<file path="src/rtl/dmem_pkg.sv">
`default_nettype none
// ============================================================================
// Module      : dmem_pkg
// Description : Shared constants, external-master FSM encoding and the
//               byte-address to word-index helper used by the data memory
//               arbiter and the instruction ROM mapping in the wrapper.
// Ports       : none (package)
// Revision    : 1.0 - initial release
// ============================================================================
package dmem_pkg;

  localparam logic [31:0] DMEM_OFFSET_DEF = 32'h10010000;
  localparam logic [31:0] IMEM_OFFSET_DEF = 32'h00400000;

  localparam int EXT_STATE_W = 1;

  typedef enum logic [EXT_STATE_W-1:0] {
    EXT_IDLE = 1'b0,
    EXT_ACK  = 1'b1
  } ext_state_t;

  // Full 32-bit word index; callers truncate to their memory depth.
  function automatic logic [31:0] addr_to_index(input logic [31:0] addr,
                                                input logic [31:0] offset);
    return (addr - offset) >> 2;
  endfunction

endpackage : dmem_pkg
`default_nettype wire

</file>
<file path="src/rtl/dmem_addr_map.sv">
`default_nettype none
// ============================================================================
// Module      : dmem_addr_map
// Description : Maps a byte address onto a word index of the data memory and
//               flags whether the address falls inside the memory window.
// Ports       : addr     in  32          byte address
//               index    out DEPTH_LOG2  truncated word index
//               in_range out 1           addr in [OFFSET, OFFSET + 4*2^DEPTH)
// Revision    : 1.0 - initial release
// ============================================================================
module dmem_addr_map
  import dmem_pkg::*;
#(
  parameter logic [31:0] DMEM_OFFSET = DMEM_OFFSET_DEF,
  parameter int          DEPTH_LOG2  = 11
) (
  input  logic [31:0]           addr,
  output logic [DEPTH_LOG2-1:0] index,
  output logic                  in_range
);

  logic [31:0] w_word;

  assign w_word   = addr_to_index(addr, DMEM_OFFSET);
  assign index    = w_word[DEPTH_LOG2-1:0];
  // Addresses below the base wrap to a huge difference, so a single
  // unsigned upper-bits test covers both ends of the window.
  assign in_range = (w_word[31:DEPTH_LOG2] == '0);

endmodule : dmem_addr_map
`default_nettype wire

</file>
<file path="src/rtl/dmem_arbiter.sv">
`default_nettype none
// ============================================================================
// Module      : dmem_arbiter
// Description : Shares the single-port data memory between the CPU data port
//               and one external bus master. The CPU normally wins; after
//               MAX_CPU_STREAK consecutive CPU grants with the master waiting,
//               the master gets one cycle and the CPU is stalled.
// Ports       : clk_in, reset                 clock, sync active-high reset
//               cpu_req/we/addr/wdata         CPU access request
//               cpu_rdata, cpu_stall          CPU read data and hold
//               m_req/we/addr/wdata           external master request
//               m_ack, m_rdata                completion pulse, captured data
//               mem_addr/we/wdata, mem_rdata  memory side (async read)
//               range_err                     sticky out-of-window flag
//                                             (only with DMEM_RANGE_CHECK_EN)
// Config      : DMEM_RANGE_CHECK_EN - suppress out-of-window writes, read 0
//               for them and export range_err.
// Revision    : 1.0 - initial release
// ============================================================================
module dmem_arbiter
  import dmem_pkg::*;
#(
  parameter logic [31:0] DMEM_OFFSET    = DMEM_OFFSET_DEF,
  parameter int          DEPTH_LOG2     = 11,
  parameter int          MAX_CPU_STREAK = 4
) (
  input  logic                  clk_in,
  input  logic                  reset,
  input  logic                  cpu_req,
  input  logic                  cpu_we,
  input  logic [31:0]           cpu_addr,
  input  logic [31:0]           cpu_wdata,
  output logic [31:0]           cpu_rdata,
  output logic                  cpu_stall,
  input  logic                  m_req,
  input  logic                  m_we,
  input  logic [31:0]           m_addr,
  input  logic [31:0]           m_wdata,
  output logic                  m_ack,
  output logic [31:0]           m_rdata,
  output logic [DEPTH_LOG2-1:0] mem_addr,
  output logic                  mem_we,
  output logic [31:0]           mem_wdata,
  input  logic [31:0]           mem_rdata
`ifdef DMEM_RANGE_CHECK_EN
  ,
  output logic                  range_err
`endif
);

  localparam logic [3:0] c_max_streak = MAX_CPU_STREAK[3:0];

  logic [DEPTH_LOG2-1:0] w_cpu_idx;
  logic [DEPTH_LOG2-1:0] w_m_idx;
  logic                  w_cpu_in;
  logic                  w_m_in;
  logic                  w_cpu_ok;
  logic                  w_m_ok;
  logic                  w_ext_elig;
  logic                  w_ext_gnt;
  logic                  w_cpu_gnt;
  ext_state_t            r_state;
  ext_state_t            w_state_nxt;
  logic [3:0]            r_streak;
  logic [31:0]           r_m_rdata;

  dmem_addr_map #(.DMEM_OFFSET(DMEM_OFFSET), .DEPTH_LOG2(DEPTH_LOG2)) u_map_cpu (
    .addr     (cpu_addr),
    .index    (w_cpu_idx),
    .in_range (w_cpu_in)
  );

  dmem_addr_map #(.DMEM_OFFSET(DMEM_OFFSET), .DEPTH_LOG2(DEPTH_LOG2)) u_map_m (
    .addr     (m_addr),
    .index    (w_m_idx),
    .in_range (w_m_in)
  );

`ifdef DMEM_RANGE_CHECK_EN
  assign w_cpu_ok = w_cpu_in;
  assign w_m_ok   = w_m_in;
`else
  // Without checking every address is accepted and simply wraps.
  logic w_unused_range;
  assign w_unused_range = w_cpu_in ^ w_m_in;
  assign w_cpu_ok = 1'b1;
  assign w_m_ok   = 1'b1;
`endif

  // ---------------------------------------------------------------- grant
  assign w_ext_elig = m_req & (r_state == EXT_IDLE);
  assign w_ext_gnt  = w_ext_elig & (~cpu_req | (r_streak >= c_max_streak));
  assign w_cpu_gnt  = cpu_req & ~w_ext_gnt;
  assign cpu_stall  = cpu_req & ~w_cpu_gnt;

  // With no grant the address still follows the CPU so its reads settle.
  assign mem_addr  = w_ext_gnt ? w_m_idx : w_cpu_idx;
  assign mem_wdata = w_ext_gnt ? m_wdata : cpu_wdata;
  assign mem_we    = (w_ext_gnt & m_we & w_m_ok) | (w_cpu_gnt & cpu_we & w_cpu_ok);
  assign cpu_rdata = w_cpu_ok ? mem_rdata : 32'h0;
  assign m_rdata   = r_m_rdata;

  // ------------------------------------------------------ ext FSM: state
  always_ff @(posedge clk_in) begin
    if (reset) begin
      r_state <= EXT_IDLE;
    end else begin
      r_state <= w_state_nxt;
    end
  end

  // -------------------------------------------------- ext FSM: next state
  always_comb begin
    w_state_nxt = r_state;
    case (r_state)
      EXT_IDLE: if (w_ext_gnt) w_state_nxt = EXT_ACK;
      EXT_ACK:  w_state_nxt = EXT_IDLE;
      default:  w_state_nxt = EXT_IDLE;
    endcase
  end

  // ------------------------------------------------------ ext FSM: output
  always_comb begin
    m_ack = 1'b0;
    case (r_state)
      EXT_ACK: m_ack = 1'b1;
      default: m_ack = 1'b0;
    endcase
  end

  // ------------------------------------------------ read capture, streak
  always_ff @(posedge clk_in) begin
    if (reset) begin
      r_m_rdata <= 32'h0;
      r_streak  <= 4'd0;
    end else begin
      if (w_ext_gnt) begin
        r_m_rdata <= w_m_ok ? mem_rdata : 32'h0;
      end
      // The streak only counts while the master is actually waiting.
      if (w_ext_gnt || !w_ext_elig) begin
        r_streak <= 4'd0;
      end else if (w_cpu_gnt && r_streak != 4'd15) begin
        r_streak <= r_streak + 4'd1;
      end
    end
  end

`ifdef DMEM_RANGE_CHECK_EN
  logic r_range_err;

  always_ff @(posedge clk_in) begin
    if (reset) begin
      r_range_err <= 1'b0;
    end else if ((w_cpu_gnt & ~w_cpu_ok) | (w_ext_gnt & ~w_m_ok)) begin
      r_range_err <= 1'b1;
    end
  end

  assign range_err = r_range_err;
`endif

endmodule : dmem_arbiter
`default_nettype wire

</file>
<file path="config.mk">
export PLATFORM = sky130hd
export DESIGN_NAME = dmem_arbiter
export DESIGN_NICKNAME = d
export VERILOG_FILES = /design/src/rtl/dmem_pkg.sv /design/src/rtl/dmem_addr_map.sv /design/src/rtl/dmem_arbiter.sv
export SDC_FILE = /design/constraint.sdc
export NUM_CORES = 1
export LEC_CHECK = 0
export BUFFER_PORTS_ARGS = -buffer_cell sky130_fd_sc_hd__buf_2
export CORE_AREA = 2 2 107 109
export CTS_CLUSTER_DIAMETER = 60
export CTS_CLUSTER_SIZE = 20
export DETAILED_ROUTE_END_ITERATION = 10
export DIE_AREA = 0 0 109 111
export GPL_TIMING_DRIVEN = 1
export PLACE_DENSITY = 0.59
export SLEW_MARGIN = 10
export SYNTH_ARGS = -nofsm -noshare
export SYNTH_HDL_FRONTEND = slang
export SYNTH_SLANG_ARGS = --single-unit
</file>
<file path="constraint.sdc">
create_clock -name clk_in -period 1.7 [get_ports clk_in]
set_clock_uncertainty 0.1 [all_clocks]
set_input_delay 0.255 -clock clk_in [delete_from_list [all_inputs] [get_ports clk_in]]
set_output_delay 0.255 -clock clk_in [all_outputs]
set_load 0.02 [all_outputs]
</file>
Word level (Yosys, flattened, before mapping)
Cells that the tools add are included.

storage, ports and cells
  ROM bits = 0
  register bits after elaboration = 37
  memories = 0
  bits in latches = 0
  bits in writable memories = 0
  input bits = 166
  word-level logic and storage cells = 29
  output and inout port bits = 110

cells by class
  shift-type cells = 0
  multipliers = 0
  magnitude comparators = 1
  mux-type cells = 5
  div/mod/pow operators = 0
  reduce and logical (&&, ||, !) cells = 4
  eq/ne operators = 1
  $add $sub $neg = 3
  bitwise gates (word level) = 12

operators with widths
  cell                                                 count
  two-way mux 32 bit                                   1
  subtractor 13 x 1 -> 13 bit, second input constant   2
  two-way mux 11 bit                                   1
  AND 1 bit                                            6
  adder 4 x 1 -> 4 bit, second input constant          1
  >= comparator 4 x 3 -> 1 bit, second input constant  1
  != test 4 bit, second input constant                 1
  inverter 1 bit                                       4
  two-way mux 1 bit                                    2
  bitwise OR 1 bit                                     2
  case mux 1 bit (2 select lines)                      1
  OR reduction 2 bit                                   1
  logical AND 1 bit                                    1
  zero test 1 bit                                      1
  logical OR 1 bit                                     1

Longest topological paths before layout
Gate-level depths: netlist (run 1).

  word-level depth = 7
  gate-level depth with buffers = 7

Cells and area by module
Synthesis (run 1) repeated with hierarchy kept, for this count alone.

second synthesis, totals
  cell total of the unflattened synthesis = 339
  area, all modules = 2807.7 um^2

modules (own cells, without submodules)
  module         area each (um^2)  times used  cells an instance  sequential area each (um^2)
  dmem_arbiter   2199.6            1           251                740.7
  dmem_addr_map  304.0             2           44                 0.0

Least setup slack after synthesis (run 1)
OpenSTA, ideal clock, no wires.

  path kind = register to output
  from = reg r_state
  to = out mem_addr[8]
  data arrival time = 1.383 ns
  stages on the path, launching flop included = 8
  buffers on the path = 3
  path slack = -0.038 ns
  required time = 1.345 ns
  path through = dfxtp_1 -> nand2b_1 -> or2_1 -> buf_2 -> buf_6 -> buf_4 -> nand2_1 -> nand2_1

on the way
  longest elaborated chain between the ends = 4

RTL lines
  item                      RTL line             source
  start: declaration        dmem_arbiter.sv:62   ext_state_t r_state;
  start signal: assignment  dmem_arbiter.sv:108  r_state <= w_state_nxt;
  inverter 1 bit            dmem_arbiter.sv:91   assign w_ext_elig = m_req & (r_state == EXT_IDLE);
  AND 1 bit                 dmem_arbiter.sv:91
  AND 1 bit                 dmem_arbiter.sv:92   assign w_ext_gnt = w_ext_elig & (~cpu_req | (r_streak >= c_max_streak));
  two-way mux 11 bit        dmem_arbiter.sv:97   assign mem_addr = w_ext_gnt ? w_m_idx : w_cpu_idx;
  end: declaration          dmem_arbiter.sv:41   output logic [DEPTH_LOG2-1:0] mem_addr,

Every way passes these cells.

Worst setup path in the final report (run 1)
  from = reg r_streak[2]
  to = out mem_wdata[6]

on the way
  longest elaborated chain between the ends = 4

RTL lines
  item                          RTL line             source
  start: declaration            dmem_arbiter.sv:64   logic [3:0] r_streak;
  start signal: assignment      dmem_arbiter.sv:144  r_streak <= r_streak + 4'd1;
  >= comparator 4 x 3 -> 1 bit  dmem_arbiter.sv:92
  bitwise OR 1 bit              dmem_arbiter.sv:92
  AND 1 bit                     dmem_arbiter.sv:92
  two-way mux 32 bit            dmem_arbiter.sv:98   assign mem_wdata = w_ext_gnt ? m_wdata : cpu_wdata;
  end: declaration              dmem_arbiter.sv:43   output logic [31:0] mem_wdata,

Every way passes these cells.

==> metrics.md, run 1 <==
| Metric | Value |
|---|---|
| H-tree depth | 2 |
| Post-Syn Area per Cell | roughly 6.3 um^2 |
| Final Instance Count excl. Fillers | 688 |
| Post-DP HPWL | 5.763 mm |
| Most frequent cell after synthesis | nand2_1 |
| Initial Util | 19.18% |
| Via count | 2711 |
| RSZ-0062 raised after global routing | yes |
| Min setup slack post-route | -196.1 ps |
| Min Hold Slack | 116.2 ps |
| GRT overflow | 0 |
| Initial antenna violation count | 0 |
| CP required | 1340 ps |
| Die area | 0.01210 mm^2 |
| Drt first pass iters | 4 |
| # DRC | 0 |
| Top-area cell type share of the netlist area | 34.86% |
| Total power | 3.055 mW |
| Synth unique cells | 21 |
| Outcome | finished, violations left |
| Sw Share | 32.25% |
| Async set-reset flop share out of synthesis | 0% |
| DP Area | 0.003258 mm^2 |
| Pint | 2.070 mW |
| CP bufs+invs | 3 |
| CP Class | reg2out |
| Hold WC Path Type | in2reg |
| Root buffer cell | clkbuf_16 |
| Drt initial violations | 91 |
| Power per cell area | 817.7 mW/mm^2 |
| Setup_tns | -6739 ps |
| Register share of total power | 30.6% |
| Crit-path cells | nor3b_4 > buf_4 > nor2_4 > buf_12 > nand2_1 > nand2_2 > buf_6 |
| RD Place Congestion | 0.7035 |
| Antenna viol nets, final | 0 |
| Die W | 109 um |
| Yosys warning count | 0 |
| FF+latch area | 744.5 um^2 |
| Cell accounting for the most synthesized area | dfxtp_1 |
| Routed wire length per instance | around 11 um |
| Clock-pin slew on the worst setup and hold paths | 60 ps |
| Area grow syn2layout | 75.85% |
| Clk pwr share | 35.3% |
| FMAX | between 500 and 600 MHz |
| Synth Register Bits | 37 |
| Max-slew violation count | 0 |
| Cell row count | 39 |
| Crit-path max cell delay | approximately 360 ps |
| First-pass GRT wire length | 11.48 mm |
| Period utilisation layout | 111.5% |
| Net switching power figure | 985.3 uW |
| Combinational share of power | 34.0% |
| Design area | 0.003736 mm^2 |
| FILL cells | 1216 |
| Synthesized instance count | 338 |
| MaxCap Viol Count | 0 |
| ANT cells | 0 |
| Post-synth top cells | nand2_1 (197), dfxtp_1 (37), buf_4 (36) |
| Final hold viol count | 0 |
| NumNets Final | 711 |
| Placed insts | 677 |
| CTS Buffer Depth | 2 |
| Inserted Clock Buffers | 5 |
| Peak supply drop | 0.0003336 V |
| Met2 WL | ~3.7 mm |
| Clock latency on the worst-skew pair | 280 ps |
| Mapped Area | about 0.0021 mm^2 |
| Post-synth EDFFs | 0 |
| Total wire length | 7.739 mm |
| Layout cell share with drive strength beyond 1 | 51.01% |
| Slowest CP cell | dfxtp_2 |
| DR WL met3 | 954 um |
| Vias in the first global route | 2429 |
| Wl on met1 | 3.012 mm |
| All-layer global routing usage | 12.08% |
| Synth Flop Type | dfxtp_1 |
| Setup Viol. Count Final | 45 |
| Register area share after synthesis | 34.86% |
| Delay-heaviest family, CP | buffers and inverters |
| Largest net degree at the start of global routing | 25 |
| IO Port Bufs | 233 |
| Core ar. | 0.01108 mm^2 |
| Final min period | 1896 ps |
| Post-layout util | 33.73% |
| Failing checks | setup timing |
| Synth area leaders | dfxtp_1 (35%), nand2_1 (35%), buf_4 (13%) |
| Leak Pwr | 2.094 nW |
| CP startpoint kind | register |
| Via-to-Cell Ratio | 3.940 |
| Crit-path max FO | 24 |
| Clock sink total | 37 |
| CTS tree | done |
| Pre-CTS setup slack | -57.22 ps |
| Syn Nets | just over 500 |
| IO Pins | approximately 280 |
| Top sig layer | met4 |
| Crit end category | output pin |
| WP data arrival | 1540 ps |
| Chip Height | ~110 um |
| Footprint of the multi-input gates | 0.001062 mm^2 |
power by group through the flow:
stage / logic (mW) / clock network, mW / registers, mW
final: 1.04 / 1.08 / 0.936
after global routing: 1.13 / 1.18 / 0.942
after CTS: 1.02 / 1.14 / 0.936
after detailed placement: 0.898 / 0 / 0.954
after global placement: 0.899 / 0 / 0.952
after floorplan: 0.499 / 0 / 1.01
cells by family (layout without fill, tap and decap cells):
family	after synthesis	after routing	share of synthesized area, %
compound gates	36	36	8.599
fa+ha+maj	1	1	0.5888
buf+inv	54	261	17.67
flops	37	37	34.86
other cells	1	1	0.1765
simple gates	209	209	38.10
sequential cells by signal (all words and copies together) (netlist names):
signal	flops
r_streak	4
r_state	1
m_rdata	32
layout make-up:
class,instances,area share [%]
timing repair buffer,252,42.26
clock buffer,6,3.449
tap,143,4.789
inverter,1,0.1005
sequential,37,19.93
clock inverter,2,1.038
multi-input combinational,247,28.43
final timing paths:
check	startpoint	end	slack (ps)	depth (start not counted)
max	r_streak[2]$_SDFFE_PP0P_	mem_wdata[6]	-200	7
min	mem_rdata[23]	m_rdata[23]$_SDFFE_PP0P_	120	3
max reg2reg	r_streak[3]$_SDFFE_PP0P_	m_rdata[3]$_SDFFE_PP0P_	160	6
min reg2reg	m_rdata[17]$_SDFFE_PP0P_	m_rdata[17]$_SDFFE_PP0P_	350	2
metal layers:
metal | track usage, % | vias up
met5 | 0 | -
met2 | 21.53 | 137
li1 | - | 1421
met1 | 13.40 | 1149
met4 | 3.162 | 0
met3 | 4.233 | 4
tightest hold or removal path, stage by stage:
cell	delay, ps
buf_2	100
nand2_1	50
a21oi_1	50
cell usage in the layout (no fill, tap or decap), types with 2 or more instances in the layout:
cell	count
a21oi_1	33
buf_12	3
buf_2	199
buf_4	16
buf_6	32
clkbuf_16	5
dfxtp_1	34
dfxtp_2	3
nand2_1	185
nand2_2	12
nor2_1	2
nor3_1	2
o21ai_0	2
repair_timing:
item | in CTS | in global routing
cloned | 2 | 0
setup endpoints to repair | 45 | 55
hold buffers | 0 | 0
resized for setup | 58 | 29
pin swaps | 2 | 4
setup buffers | 2 | 0
Power figures use the tool's default switching activity.
==> run 2, diff against run 1 <==
--- a/config.mk
+++ b/config.mk
@@ -11,7 +11,7 @@
 export CTS_CLUSTER_SIZE = 20
 export DETAILED_ROUTE_END_ITERATION = 10
 export DIE_AREA = 0 0 109 111
-export GPL_TIMING_DRIVEN = 1
+export GPL_TIMING_DRIVEN = 0
 export PLACE_DENSITY = 0.59
 export SLEW_MARGIN = 10
 export SYNTH_ARGS = -nofsm -noshare
==> run 2 against run 1 <==
Effect of this change:
- the run still ends with setup timing left
- core utilization up 8.0 points
- routed wire length up 21%
- hold slack better by 1.2 ps
- register-to-register slack worse by 180 ps
- largest power group is now combinational logic
- global-route usage up 1.5 points
- clock power about the same
==> metrics.md, run 2 (synthesis gave the netlist of run 1 again) <==
| Metric | Value |
|---|---|
| Largest net degree at the start of global routing | 13 |
| CP required | 1340 ps |
| Area grow syn2layout | 117.4% |
| Crit-path max FO | 5 |
| First-pass GRT wire length | 12.87 mm |
| Post-layout util | 41.70% |
| Clock-pin slew on the worst setup and hold paths | 60 ps |
| Via count | 3083 |
| MaxCap Viol Count | 0 |
| Failing checks | setup timing |
| CP startpoint kind | register |
| H-tree depth | 2 |
| R2R Setup Slk | -20 ps |
| GRT overflow | 0 |
| Core ar. | 0.01108 mm^2 |
| Die W | 109 um |
| Worst reg2reg path depth | 8 |
| Final hold viol count | 0 |
| Launch point of the worst hold path | mem_rdata[24] |
| Routed wire length per instance | 12.66 um |
| WP data arrival | 1670 ps |
| Drt initial violations | 110 |
| CP Class | reg2out |
| Via-to-Cell Ratio | 4.166 |
| Post-DP HPWL | 6.498 mm |
| Commonest non-fill, non-tap cell in the layout | buf_2 |
| Initial antenna violation count | 0 |
| All-layer global routing usage | between 10% and 20% |
| FMAX | 492.8 MHz |
| Min setup slack post-route | -329.4 ps |
| Leak Pwr | 2.494 nW |
| Vias in the first global route | between 2k and 3k |
| Peak supply drop | approximately 0.00046 V |
| Reg2reg start | r_state$_SDFF_PP0_ |
| CTS Buffer Depth | 2 |
| Root buffer cell | clkbuf_16 |
| Hold WC Path Type | in2reg |
| Hold Path End | m_rdata[24]$_SDFFE_PP0P_ |
| Cell depth of the worst min-delay path | 3 |
| Slew headroom | 56.16% |
| Period utilisation layout | 119.4% |
| Most frequent cells in the layout | buf_2 (187), nand2_1 (122), nand2_2 (54), buf_6 (49), buf_4 (44) |
| Reg2reg end | m_rdata[31]$_SDFFE_PP0P_ |
| Setup Viol. Count Final | between 50 and 60 |
| Clock latency on the worst-skew pair | ~280 ps |
| CTS tree | done |
| Chip Height | 111 um |
| # DRC | 0 |
| Outcome | finished, violations left |
| NumNets Final | 763 |
| RD Place Congestion | 0.7221 |
| ANT cells | 0 |
| Layout cell share with drive strength beyond 1 | 65.66% |
| Power per cell area | about 740 mW/mm^2 |
| IO Pins | 276 |
| RSZ-0062 raised after global routing | yes |
| Final min period | 2029 ps |
| Inserted Clock Buffers | 5 |
| Cell row count | 39 |
| IO Port Bufs | 232 |
| Total power | 3.400 mW |
| Drt first pass iters | 4 |
| Antenna viol nets, final | 0 |
| Hold_buf cts | 0 |
| Max-slew violation count | 0 |
| Min Hold Slack | around 120 ps |
| Worst slew pin tran | 657.6 ps |
| Die area | roughly 0.012 mm^2 |
| Crit end category | output pin |
| Clock sink total | 37 |
| Total wire length | 9.371 mm |
| Max reg flops | 32 |
| Initial Util | 19.18% |
run 2: changes by cell type in the layout (fill, tap and decap cells not counted), moves of 3 or more:
cell | previous run | this run
buf_2 | 199 | 187
buf_4 | 16 | 44
buf_6 | 32 | 49
buf_8 | 1 | 9
clkbuf_1 | 1 | 4
nand2_1 | 185 | 122
nand2_2 | 12 | 54
nand2_4 | 0 | 21
run 2: worst max-delay path by stage:
stage | startpoint | to | slack (ps) | cells past startpoint
after floorplan | r_state$_SDFF_PP0_ | mem_addr[8] | 20 | 7
after global placement | cpu_req | mem_wdata[4] | -600 | 8
after detailed placement | cpu_req | mem_wdata[6] | -610 | 8
after CTS | r_state$_SDFF_PP0_ | mem_wdata[5] | -330 | 8
after global routing | r_state$_SDFF_PP0_ | mem_wdata[0] | -390 | 8
final | r_state$_SDFF_PP0_ | mem_wdata[0] | -330 | 8
run 2: cell type report:
type,instances,area (um^2)
clock buffers,6,138.9
clock inverters,2,37.54
inverters,1,3.754
plain buffers,53,454.2
flip-flops and latches,37,744.5
multi-input cells,247,1333
fillers,1107,6457
well taps,143,178.9
repair buffers,251,1729
run 2: metal layers:
metal  track usage, %  vias up  wire length [um]
li1                 -     1526                 -
met2            26.00      150              4921
met3            4.938        9               950
met5                0        -                 0
met4            3.077        0                74
met1            13.65     1398              3425
run 2: power by group:
group	leakage (nW)	switching [mW]	internal [mW]	total [mW]
clock network	0.0831	0.378	0.732	1.11
registers	0.304	0.0228	0.915	0.938
logic	2.11	0.695	0.657	1.35
run 2: worst max-delay path, stage by stage, from the launching register on:
cell	delay, ps
dfxtp_2	320
nand2b_4	160
or2_1	230
buf_6	140
clkbuf_16	160
buf_8	140
nand2_2	70
nand2_2	60
buf_6	130
run 2: per-stage QoR:
step	worst slack (ps)	cell area (um^2)	instances	setup TNS, ps
2_1_floorplan	15.09	2132	338	0
3_3_place_gp	-597.1	3472	713	-23990
3_5_place_dp	-612.8	3472	713	-24750
4_1_cts	-328.7	4275	734	-14010
5_1_grt	-391.7	4619	740	-16560
6_report	-329.4	4619	740	-12980
run 2: timing repair:
| item | 4_1_cts | 5_1_grt |
|---|---|---|
| resized for setup | 147 | 88 |
| buffers inserted | 9 | 4 |
| pin swaps | 32 | 44 |
| cloned | 5 | 2 |
| endpoints found under the setup margin | 63 | 60 |
